===== src/rtl/as2650_bus_arbiter.sv =====
// Two-master arbiter and cycle sequencer for the AS2650 external bus.
// CPU has priority unless the host has been waiting STARVE_LIMIT cycles.
module as2650_bus_arbiter #(
    parameter int unsigned ADDR_W       = 13,
    parameter int unsigned DATA_W       = 8,
    parameter int unsigned WAIT_STATES  = 0,
    parameter int unsigned STARVE_LIMIT = 4
) (
    input  logic              clk,
    input  logic              rst_n,
    input  logic              cpu_req,
    input  logic              cpu_rw,
    input  logic              cpu_m_io,
    input  logic [ADDR_W-1:0] cpu_addr,
    input  logic [DATA_W-1:0] cpu_wdata,
    output logic              cpu_ack,
    input  logic              host_req,
    input  logic              host_rw,
    input  logic [ADDR_W-1:0] host_addr,
    input  logic [DATA_W-1:0] host_wdata,
    output logic              host_ack,
    output logic [DATA_W-1:0] rdata,
    output logic [ADDR_W-1:0] bus_addr,
    output logic              bus_rw,
    output logic              bus_m_io,
    output logic              bus_opreq,
    output logic              bus_wrp,
    output logic [DATA_W-1:0] bus_dout,
    output logic              bus_oe,
    input  logic [DATA_W-1:0] bus_din,
    output logic              host_owner
);

    localparam int unsigned WCNT_W   = 4;
    localparam int unsigned STARVE_W = 8;

    typedef enum logic [2:0] {
        S_IDLE,
        S_ADDR,
        S_STROBE,
        S_WAIT,
        S_DONE
    } state_e;

    state_e              state_q, state_d;
    logic [WCNT_W-1:0]   wcnt_q, wcnt_d;
    logic [STARVE_W-1:0] starve_q, starve_d;
    logic                rw_q, rw_d;
    logic                m_io_q, m_io_d;
    logic [ADDR_W-1:0]   addr_q, addr_d;
    logic [DATA_W-1:0]   wdata_q, wdata_d;
    logic                host_q, host_d;
    logic                opreq_q, opreq_d;
    logic                wrp_q, wrp_d;
    logic                oe_q, oe_d;
    logic                cpu_ack_q, cpu_ack_d;
    logic                host_ack_q, host_ack_d;
    logic [DATA_W-1:0]   rdata_q, rdata_d;
    logic                host_grant;
    logic                last_op;

    // Next-state, cycle latches and registered bus controls
    always_comb begin
        state_d    = state_q;
        wcnt_d     = wcnt_q;
        rw_d       = rw_q;
        m_io_d     = m_io_q;
        addr_d     = addr_q;
        wdata_d    = wdata_q;
        host_d     = host_q;
        rdata_d    = rdata_q;
        opreq_d    = 1'b0;
        wrp_d      = 1'b0;
        oe_d       = 1'b0;
        cpu_ack_d  = 1'b0;
        host_ack_d = 1'b0;
        host_grant = 1'b0;
        last_op    = 1'b0;

        case (state_q)
            S_IDLE: begin
                if (cpu_req || host_req) begin
                    host_grant = host_req &&
                                 (!cpu_req || (starve_q >= STARVE_W'(STARVE_LIMIT)));
                    if (host_grant) begin
                        rw_d    = host_rw;
                        m_io_d  = 1'b1;
                        addr_d  = host_addr;
                        wdata_d = host_wdata;
                    end else begin
                        rw_d    = cpu_rw;
                        m_io_d  = cpu_m_io;
                        addr_d  = cpu_addr;
                        wdata_d = cpu_wdata;
                    end
                    host_d  = host_grant;
                    opreq_d = 1'b1;
                    oe_d    = rw_d;
                    state_d = S_ADDR;
                end
            end
            S_ADDR: begin
                state_d = S_STROBE;
                opreq_d = 1'b1;
                wrp_d   = rw_q;
                oe_d    = rw_q;
            end
            S_STROBE: begin
                if (WAIT_STATES == 0) begin
                    last_op = 1'b1;
                end else begin
                    state_d = S_WAIT;
                    wcnt_d  = WCNT_W'(WAIT_STATES - 1);
                    opreq_d = 1'b1;
                    oe_d    = rw_q;
                end
            end
            S_WAIT: begin
                if (wcnt_q == '0) begin
                    last_op = 1'b1;
                end else begin
                    wcnt_d  = wcnt_q - WCNT_W'(1);
                    opreq_d = 1'b1;
                    oe_d    = rw_q;
                end
            end
            S_DONE: begin
                state_d = S_IDLE;
            end
            default: begin
                state_d = S_IDLE;
            end
        endcase

        // Leaving the last opreq-high cycle: capture read data, pulse owner's ack in DONE
        if (last_op) begin
            state_d = S_DONE;
            if (!rw_q) begin
                rdata_d = bus_din;
            end
            cpu_ack_d  = !host_q;
            host_ack_d = host_q;
        end

        if (host_req && !host_grant) begin
            starve_d = (starve_q >= STARVE_W'(STARVE_LIMIT)) ? starve_q
                                                            : starve_q + STARVE_W'(1);
        end else begin
            starve_d = '0;
        end
    end

    always_ff @(posedge clk or negedge rst_n) begin
        if (!rst_n) begin
            state_q    <= S_IDLE;
            wcnt_q     <= '0;
            starve_q   <= '0;
            rw_q       <= 1'b0;
            m_io_q     <= 1'b0;
            addr_q     <= '0;
            wdata_q    <= '0;
            host_q     <= 1'b0;
            opreq_q    <= 1'b0;
            wrp_q      <= 1'b0;
            oe_q       <= 1'b0;
            cpu_ack_q  <= 1'b0;
            host_ack_q <= 1'b0;
            rdata_q    <= '0;
        end else begin
            state_q    <= state_d;
            wcnt_q     <= wcnt_d;
            starve_q   <= starve_d;
            rw_q       <= rw_d;
            m_io_q     <= m_io_d;
            addr_q     <= addr_d;
            wdata_q    <= wdata_d;
            host_q     <= host_d;
            opreq_q    <= opreq_d;
            wrp_q      <= wrp_d;
            oe_q       <= oe_d;
            cpu_ack_q  <= cpu_ack_d;
            host_ack_q <= host_ack_d;
            rdata_q    <= rdata_d;
        end
    end

    assign cpu_ack    = cpu_ack_q;
    assign host_ack   = host_ack_q;
    assign rdata      = rdata_q;
    assign bus_addr   = addr_q;
    assign bus_rw     = rw_q;
    assign bus_m_io   = m_io_q;
    assign bus_opreq  = opreq_q;
    assign bus_wrp    = wrp_q;
    assign bus_dout   = wdata_q;
    assign bus_oe     = oe_q;
    assign host_owner = host_q;

endmodule

===== config.mk =====
export PLATFORM = sky130hd
export DESIGN_NAME = as2650_bus_arbiter
export DESIGN_NICKNAME = d
export VERILOG_FILES = /design/src/rtl/as2650_bus_arbiter.sv
export SDC_FILE = /design/constraint.sdc
export NUM_CORES = 1
export LEC_CHECK = 0
export CAP_MARGIN = 20
export CORE_UTILIZATION = 42
export CTS_CLUSTER_DIAMETER = 200
export DETAILED_ROUTE_END_ITERATION = 16
export PLACE_DENSITY = 0.89
export SLEW_MARGIN = 10
export SYNTH_ARGS = -nofsm -noshare
export SYNTH_HDL_FRONTEND = slang
export SYNTH_SLANG_ARGS = --single-unit

===== constraint.sdc =====
create_clock -name clk -period 2.25 [get_ports clk]
set_clock_uncertainty 0.05 [all_clocks]
set_input_delay 0.225 -clock clk [delete_from_list [all_inputs] [get_ports clk]]
set_output_delay 0.225 -clock clk [all_outputs]
set_load 0.03 [all_outputs]

==> metrics.txt, run 1 <==
# TYPE chip_impl_metric gauge
chip_impl_info{name="status",value="finished, final reports clean"} 1
chip_impl_metric{name="maxCapViolations",unit=""} 0
chip_impl_metric{name="clockBufferDepth",unit=""} 2
chip_impl_metric{name="cts.repair_timing.setup_buffer_count",unit=""} 0
chip_impl_metric{name="ys_warn_count",unit=""} 0
chip_impl_metric{name="critical-path-max-stage-delay",unit="ns"} 0.41
chip_impl_metric{name="grt_first_pass_wirelength",unit="um"} 7510
chip_impl_info{name="r2r_end",value="rdata[3]"} 1
chip_impl_metric{name="max_slew_margin",unit="%"} 60.4
chip_impl_metric{name="worst_pin_slew",unit="ns"} 0.595
chip_impl_metric{name="drc",unit=""} 0
chip_impl_metric{name="timing.final.ws_setup",unit="ns"} 0.141
chip_impl_metric{name="rows",unit=""} 26
chip_impl_metric{name="drive_above_1_share",unit="%"} 8.81
chip_impl_info{name="end_kind",value="flip-flop"} 1
chip_impl_metric{name="dp_slack",unit="ns"} 0.148
chip_impl_metric{name="overflow",unit=""} 0
chip_impl_metric{name="hold_buffers",unit=""} 1
chip_impl_info{name="hp-class",value="in2async"} 1
chip_impl_metric{name="cts_inserted_buffers",unit=""} 5
chip_impl_metric{name="report.final.setup_viol",unit=""} 0
chip_impl_metric{name="global_route.usage.total",unit="%"} 17.8
chip_impl_metric{name="die_height",unit="um"} 75.3
chip_impl_metric{name="ff2ff_setup_slack",unit="ns"} 0.14
chip_impl_info{name="rsz_0062_raised_after_global_routing",value="false"} 1
chip_impl_metric{name="h-tree-depth",unit=""} 2
chip_impl_metric{name="synthesized_flop_and_latch_total",unit=""} 52
chip_impl_metric{name="clkSlewWorstSetupHoldPaths",unit="ns"} 0.09
chip_impl_metric{name="yosysSeqAreaShare",unit="%"} 57.6
chip_impl_metric{name="drt_first_iter_violations",unit=""} 65
chip_impl_metric{name="fmax",unit="MHz"} 474
chip_impl_metric{name="syn_area_per_cell",unit="um2"} 11.5
chip_impl_metric{name="grt_antenna_before_repair",unit=""} 0
chip_impl_info{name="gate_family_responsible_for_the_most_delay_along_the_worst_path",value="simple AND/OR/NAND/NOR gates"} 1
chip_impl_metric{name="worst_reg_to_reg_cells",unit=""} 6
chip_impl_metric{name="first_global_vias",unit=""} 1711
chip_impl_metric{name="pwr_density_cell",unit="nW/um2"} 1260
chip_impl_metric{name="drt.antenna.violating_nets",unit=""} 0
chip_impl_metric{name="core",unit="um2"} 5140
chip_impl_metric{name="setup_tns",unit="ns"} 0
chip_impl_metric{name="post_synth_inst_count",unit=""} 197
chip_impl_metric{name="critical_path_arrival",unit="ns"} 2.24
chip_impl_metric{name="detail_route.wirelength",unit="um"} 4780
chip_impl_metric{name="static_leakage",unit="nW"} 1.60
chip_impl_metric{name="yosys.cell_types.count",unit=""} 33
chip_impl_metric{name="grt_start_max_net_pins",unit=""} 31
chip_impl_metric{name="insertedDiodeCount",unit=""} 0
chip_impl_metric{name="routabilityCongestion",unit=""} 0.795
chip_impl_metric{name="hold_fails_final_rpt",unit=""} 0
chip_impl_metric{name="cts.repair.resized",unit=""} 0
chip_impl_metric{name="top_level_ports",unit=""} 94
chip_impl_metric{name="design.final.nets",unit=""} 355
chip_impl_metric{name="cp_max_fo",unit=""} 8
chip_impl_metric{name="ir_worst_vdd",unit="mV"} 0.585
chip_impl_metric{name="final-max-slew-violation-count",unit=""} 0
chip_impl_metric{name="routed-via-count",unit=""} 1751
chip_impl_metric{name="post_drt_via_cell_ratio",unit=""} 4.80
chip_impl_metric{name="numClockSinks",unit=""} 52
chip_impl_metric{name="floorplan.die.width",unit="um"} 75.3
chip_impl_info{name="clk_root_buffer_cell",value="sky130_fd_sc_hd__clkbuf_8"} 1
chip_impl_info{name="crit_slowest_cell",value="sky130_fd_sc_hd__dfrtp_1"} 1
chip_impl_info{name="crit_path_start_kind",value="flip-flop"} 1
chip_impl_metric{name="critical_path_required",unit="ns"} 2.38
chip_impl_metric{name="net_count_after_synthesis",unit=""} 258
chip_impl_metric{name="area.growth.synth_to_final",unit="%"} 49.7
chip_impl_metric{name="timing.final.crit_share",unit="%"} 93.7
chip_impl_metric{name="first_pass_drt_iterations",unit=""} 4
chip_impl_metric{name="cp_num_buf_inv",unit=""} 1
chip_impl_metric{name="place.port_buffers",unit=""} 93
chip_impl_info{name="cts_tree",value="done"} 1
chip_impl_info{name="cp_cell_sequence",value="inv_1, ha_1, or3b_1, a211o_2, nor2_8, mux2_2"} 1
chip_impl_metric{name="finalCriticalPeriod",unit="ns"} 2.11
chip_impl_info{name="path_class",value="reg2reg"} 1
chip_impl_metric{name="clock_insertion_delay_worst_skew",unit="ns"} 0.30
chip_impl_metric{name="initial_core_util",unit="%"} 43.9
chip_impl_metric{name="synthesized_area",unit="um2"} 2260
chip_impl_metric{name="hpwl",unit="um"} 3610
chip_impl_metric{name="route.detailed.wl_per_inst",unit="um"} 13.1
chip_impl_info{name="reg2reg_from",value="wcnt_q[0]"} 1
chip_impl_metric{name="die_area",unit="um2"} 5670
logic make-up (layout without fill, tap and decap cells):
family | count (synthesis) | after routing | share of synthesized area [%]
simple gates | 53 | 53 | 12.0
flops | 52 | 52 | 57.6
compound gates | 35 | 35 | 8.65
mux | 30 | 30 | 13.7
buf+inv | 19 | 117 | 4.21
fa+ha+maj | 4 | 4 | 2.22
xor+xnor | 4 | 4 | 1.55
worst max-delay path by stage:
stage / start / endpoint / slack, ns / depth (start not counted)
floorplan: wcnt_q[0] / rdata[0] / 0.28 / 6
global placement: wcnt_q[0] / rdata[4] / 0.24 / 6
detailed placement: wcnt_q[0] / rdata[3] / 0.15 / 6
CTS: wcnt_q[0] / rdata[3] / 0.13 / 6
global route: wcnt_q[0] / rdata[1] / 0.07 / 6
finish: wcnt_q[0] / rdata[3] / 0.14 / 6
through the flow:
stage	cell area (um2)	instances	power [W]	utilization [%]	hold slack [ns]
floorplan	2260	197	0.00275	-	-0.121
global placement	3260	356	0.00363	63.5	0.205
detailed placement	3260	356	0.00369	63.5	0.210
CTS	3380	365	0.00432	65.7	0.415
global route	3380	365	0.00454	65.7	0.448
finish	3380	365	0.00427	65.7	0.408
final cells by class:
class	count	area, um2
fillers	417	1760
clock inverters	2	35.0
multi-input cells	126	872
inverters	10	37.5
flip-flops and latches	52	1300
repair buffers	99	973
clock buffers	6	72.6
well taps	70	87.6
layer usage:
| layer | GRT usage, % | wire length (um) | vias to the layer above |
|---|---|---|---|
| met4 | 5.35 | 87 | 0 |
| met3 | 6.08 | 454 | 9 |
| met1 | 19.6 | 1860 | 797 |
| met5 | 0 | 0 | - |
| met2 | 32.5 | 2370 | 87 |
| li1 | - | - | 858 |
cell usage in the layout (no fill, tap or decap):
master	Yosys	final
sky130_fd_sc_hd__nor2_1	10	10
sky130_fd_sc_hd__inv_1	10	10
sky130_fd_sc_hd__o2bb2ai_1	1	1
sky130_fd_sc_hd__mux2_2	8	8
sky130_fd_sc_hd__o21ai_1	5	5
sky130_fd_sc_hd__or3_1	1	1
sky130_fd_sc_hd__o21bai_4	0	1
sky130_fd_sc_hd__dlygate4sd3_1	0	1
sky130_fd_sc_hd__nor2_8	1	1
sky130_fd_sc_hd__clkbuf_8	0	5
sky130_fd_sc_hd__a21oi_1	1	1
sky130_fd_sc_hd__nor4_4	1	1
sky130_fd_sc_hd__a211o_2	1	1
sky130_fd_sc_hd__mux2i_1	22	22
sky130_fd_sc_hd__and3_1	2	2
sky130_fd_sc_hd__nand3_1	1	1
sky130_fd_sc_hd__nand2b_1	2	2
sky130_fd_sc_hd__clkbuf_1	5	1
sky130_fd_sc_hd__or3b_1	2	2
sky130_fd_sc_hd__nand2_1	28	28
sky130_fd_sc_hd__a31o_2	1	1
sky130_fd_sc_hd__a31oi_1	2	2
sky130_fd_sc_hd__dfrtp_1	52	52
sky130_fd_sc_hd__nor3b_1	1	1
sky130_fd_sc_hd__bufinv_16	0	1
sky130_fd_sc_hd__buf_4	0	5
sky130_fd_sc_hd__o21ai_0	22	22
sky130_fd_sc_hd__xnor2_1	2	2
sky130_fd_sc_hd__nor4_1	1	1
sky130_fd_sc_hd__ha_1	4	4
sky130_fd_sc_hd__nor2b_1	1	1
sky130_fd_sc_hd__xor2_1	2	2
sky130_fd_sc_hd__clkinv_2	0	1
sky130_fd_sc_hd__a211oi_1	1	1
sky130_fd_sc_hd__nand4_1	1	1
sky130_fd_sc_hd__clkdlybuf4s50_1	0	92
sky130_fd_sc_hd__buf_2	1	1
sky130_fd_sc_hd__and2_1	1	1
sequential cells by signal, summed over array words and instances, names as in the netlist, 3 cells and up:
signal	flops
rdata	8
bus_addr	13
starve_q	8
bus_dout	8
wcnt_q	4
state_q	3
worst reg2reg max path, delay by kind of cell, from the launching register on:
kind | cells | cell delay (ns)
buffers and inverters | 1 | 0.10
DFF | 1 | 0.41
adders and majority gates | 1 | 0.15
and+or+nand+nor | 2 | 0.53
muxes | 1 | 0.35
AOI/OAI and AO/OA | 1 | 0.41
where the power goes:
group	internal [W]	total, W	switching (W)
registers	0.00130	0.00150	0.000207
clock network	0.000330	0.000617	0.000286
logic	0.000936	0.00215	0.00121
total	0.00256	0.00427	0.00171
synth_stat cells (all sizes together):
master,number,area share [%]
ha,4,2.2
or3,1,0.28
o21ai,27,6.0
nand2,28,4.7
mux2i,22,9.8
xnor2,2,0.78
o21bai,1,0.33
a31oi,2,0.55
and2,1,0.28
clkbuf,5,0.83
nand3,1,0.22
a211o,1,0.44
buf,4,1.7
nor4,2,1.2
and3,2,0.55
nor2,11,2.6
a21oi,1,0.22
nor2b,1,0.28
dfrtp,52,58
nand2b,2,0.55
a211oi,1,0.33
or3b,2,0.78
nor3b,1,0.33
inv,10,1.7
a31o,1,0.39
mux2,8,4.0
nand4,1,0.28
xor2,2,0.78
o2bb2ai,1,0.39
Note: power is estimated with default switching activity, not from simulation.
==> inputs of run 2 (changes only) <==
- CORE_MARGIN: default -> 5
- CTS_BUF_LIST: default -> sky130_fd_sc_hd__clkbuf_16
- SLEW_MARGIN: 10 -> 20
==> run 2 against run 1 <==
Net effect: register-to-register slack is essentially flat; core utilization rose by 0.60 points; sequential cell count unchanged; hold slack improved by 0.014 ns; critical path type unchanged; largest cell class unchanged; highest routed layer unchanged.
==> metrics.txt, run 2 (synthesis gave the netlist of run 1 again) <==
# TYPE chip_impl_metric gauge
chip_impl_metric{name="setup_tns",unit="ns"} 0
chip_impl_info{name="status",value="finished, final reports clean"} 1
chip_impl_metric{name="ir_worst_vdd",unit="mV"} 0.659
chip_impl_metric{name="first_global_vias",unit=""} 1841
chip_impl_info{name="layout_common_cells",value="92 x sky130_fd_sc_hd__clkdlybuf4s50_1, 52 x sky130_fd_sc_hd__dfrtp_1, 28 x sky130_fd_sc_hd__nand2_1"} 1
chip_impl_metric{name="critical-path-max-stage-delay",unit="ns"} 0.41
chip_impl_metric{name="drc",unit=""} 0
chip_impl_metric{name="final-max-slew-violation-count",unit=""} 0
chip_impl_metric{name="die_area",unit="um2"} 6940
chip_impl_metric{name="cts.repair_timing.setup_buffer_count",unit=""} 0
chip_impl_metric{name="place.port_buffers",unit=""} 93
chip_impl_metric{name="overflow",unit=""} 0
chip_impl_metric{name="cts.repair.resized",unit=""} 0
chip_impl_info{name="crit_slowest_cell",value="sky130_fd_sc_hd__a211o_2"} 1
chip_impl_metric{name="core",unit="um2"} 5170
chip_impl_metric{name="route.detailed.wl_per_inst",unit="um"} 13.6
chip_impl_metric{name="clock_power_share",unit="%"} 18.8
chip_impl_metric{name="grt_first_pass_wirelength",unit="um"} 8230
chip_impl_metric{name="clockBufferDepth",unit=""} 2
chip_impl_metric{name="maxCapViolations",unit=""} 0
chip_impl_metric{name="grt_antenna_before_repair",unit=""} 0
chip_impl_metric{name="design.final.nets",unit=""} 354
chip_impl_metric{name="pwr_density_cell",unit="nW/um2"} 1310
chip_impl_metric{name="area.growth.synth_to_final",unit="%"} 52.1
chip_impl_metric{name="worst_reg_to_reg_cells",unit=""} 6
chip_impl_metric{name="drt.antenna.violating_nets",unit=""} 0
chip_impl_metric{name="h-tree-depth",unit=""} 2
chip_impl_info{name="reg2reg_from",value="wcnt_q[0]"} 1
chip_impl_metric{name="hold_buffers",unit=""} 1
chip_impl_info{name="rsz_0062_raised_after_global_routing",value="false"} 1
chip_impl_metric{name="finalCriticalPeriod",unit="ns"} 2.11
chip_impl_metric{name="timing.final.crit_share",unit="%"} 93.8
chip_impl_metric{name="max_slew_margin",unit="%"} 49.2
chip_impl_info{name="path_class",value="reg2reg"} 1
chip_impl_metric{name="insertedDiodeCount",unit=""} 0
chip_impl_metric{name="worst_pin_slew",unit="ns"} 0.762
chip_impl_metric{name="detail_route.wirelength",unit="um"} 4950
chip_impl_metric{name="critical_path_required",unit="ns"} 2.37
chip_impl_info{name="crit_path_start_kind",value="flip-flop"} 1
chip_impl_info{name="final_common_cell",value="sky130_fd_sc_hd__clkdlybuf4s50_1"} 1
chip_impl_metric{name="combPwrFrac",unit="%"} 47.7
chip_impl_metric{name="internal_power",unit="W"} 0.00274
chip_impl_metric{name="netSwitchingFraction",unit="%"} 39.0
chip_impl_info{name="crit_end",value="rdata[3]"} 1
chip_impl_metric{name="critical_path_arrival",unit="ns"} 2.23
chip_impl_metric{name="fin_util",unit="%"} 66.4
chip_impl_metric{name="drt_first_iter_violations",unit=""} 54
chip_impl_metric{name="path_depth",unit=""} 6
chip_impl_info{name="r2r_end",value="rdata[3]"} 1
chip_impl_metric{name="grt_start_max_net_pins",unit=""} 52
chip_impl_metric{name="numClockSinks",unit=""} 52
chip_impl_metric{name="flip_flop_count_of_the_largest_register_all_copies_and_words_added",unit=""} 13
chip_impl_metric{name="hold_fails_final_rpt",unit=""} 0
chip_impl_metric{name="global_route.usage.total",unit="%"} 14.5
chip_impl_metric{name="floorplan.die.width",unit="um"} 83.3
chip_impl_info{name="startpoint",value="wcnt_q[0]"} 1
chip_impl_metric{name="post_drt_via_cell_ratio",unit=""} 4.73
chip_impl_metric{name="cts_inserted_buffers",unit=""} 5
chip_impl_metric{name="rows",unit=""} 26
chip_impl_metric{name="clkSlewWorstSetupHoldPaths",unit="ns"} 0.06
chip_impl_metric{name="report.final.setup_viol",unit=""} 0
chip_impl_info{name="hp-class",value="reg2reg"} 1
chip_impl_metric{name="clock_insertion_delay_worst_skew",unit="ns"} 0.28
chip_impl_metric{name="seq_power_share",unit="%"} 33.5
chip_impl_info{name="cts_tree",value="done"} 1
chip_impl_metric{name="initial_core_util",unit="%"} 43.6
chip_impl_metric{name="die_height",unit="um"} 83.3
chip_impl_info{name="clk_root_buffer_cell",value="sky130_fd_sc_hd__clkbuf_16"} 1
chip_impl_metric{name="cp_num_buf_inv",unit=""} 1
chip_impl_metric{name="top_level_ports",unit=""} 94
chip_impl_metric{name="hpwl",unit="um"} 3870
chip_impl_metric{name="ff2ff_setup_slack",unit="ns"} 0.14
chip_impl_metric{name="routed-via-count",unit=""} 1723
chip_impl_metric{name="routabilityCongestion",unit=""} 0.713
chip_impl_info{name="end_kind",value="flip-flop"} 1
chip_impl_metric{name="static_leakage",unit="nW"} 1.61
chip_impl_info{name="gate_family_responsible_for_the_most_delay_along_the_worst_path",value="simple AND/OR/NAND/NOR gates"} 1
chip_impl_info{name="cp_cell_sequence",value="inv_1, ha_1, or3b_1, a211o_2, nor2_8, mux2_2"} 1
chip_impl_metric{name="fmax",unit="MHz"} 474
chip_impl_metric{name="net-switching-power",unit="W"} 0.00175
chip_impl_metric{name="first_pass_drt_iterations",unit=""} 4
chip_impl_metric{name="cp_max_fo",unit=""} 8
chip_impl_metric{name="drive_above_1_share",unit="%"} 8.84
==> run 2: worst min path at each step <==
stage / to / cells past startpoint / slack (ns) / startpoint
after floorplan: bus_addr[0] / 0 / -0.12 / rst_n
after global placement: rdata[7] / 1 / 0.25 / rst_n
after detailed placement: rdata[6] / 1 / 0.26 / rst_n
after CTS: wcnt_q[3] / 1 / 0.43 / wcnt_q[3]
after global routing: wcnt_q[3] / 1 / 0.45 / wcnt_q[3]
final: wcnt_q[3] / 1 / 0.42 / wcnt_q[3]
==> run 2: final cells by class <==
class,count,area (um2)
inverters,10,37.5
flip-flops and latches,52,1300
multi-input cells,126,872
repair buffers,98,966
well taps,70,87.6
clock inverters,3,42.5
fillers,402,1740
clock buffers,5,125
==> run 2: routing by layer <==
metal  GRT usage [%]  wire, um
met1            16.3      1950
met3            5.74       470
met4            4.90        57
met5               0         0
met2            25.1      2470
==> run 2: per-stage QoR <==
stage,setup WS (ns),power [W],cells,instance area [um2],hold WS (ns)
floorplan,0.282,0.00275,197,2260,-0.121
global placement,0.208,0.00363,355,3250,0.253
detailed placement,0.140,0.00370,355,3250,0.256
CTS,0.132,0.00456,364,3430,0.429
global route,0.0538,0.00476,364,3430,0.454
finish,0.140,0.00449,364,3430,0.421
==> run 2: power groups by stage <==
stage                     Sequential, W  Combinational [W]  Clock [W]
after floorplan                 0.00213           0.000624          0
after global placement          0.00150            0.00213          0
after detailed placement        0.00153            0.00217          0
after CTS                       0.00151            0.00218   0.000863
after global routing            0.00155            0.00231   0.000900
final                           0.00151            0.00214   0.000845
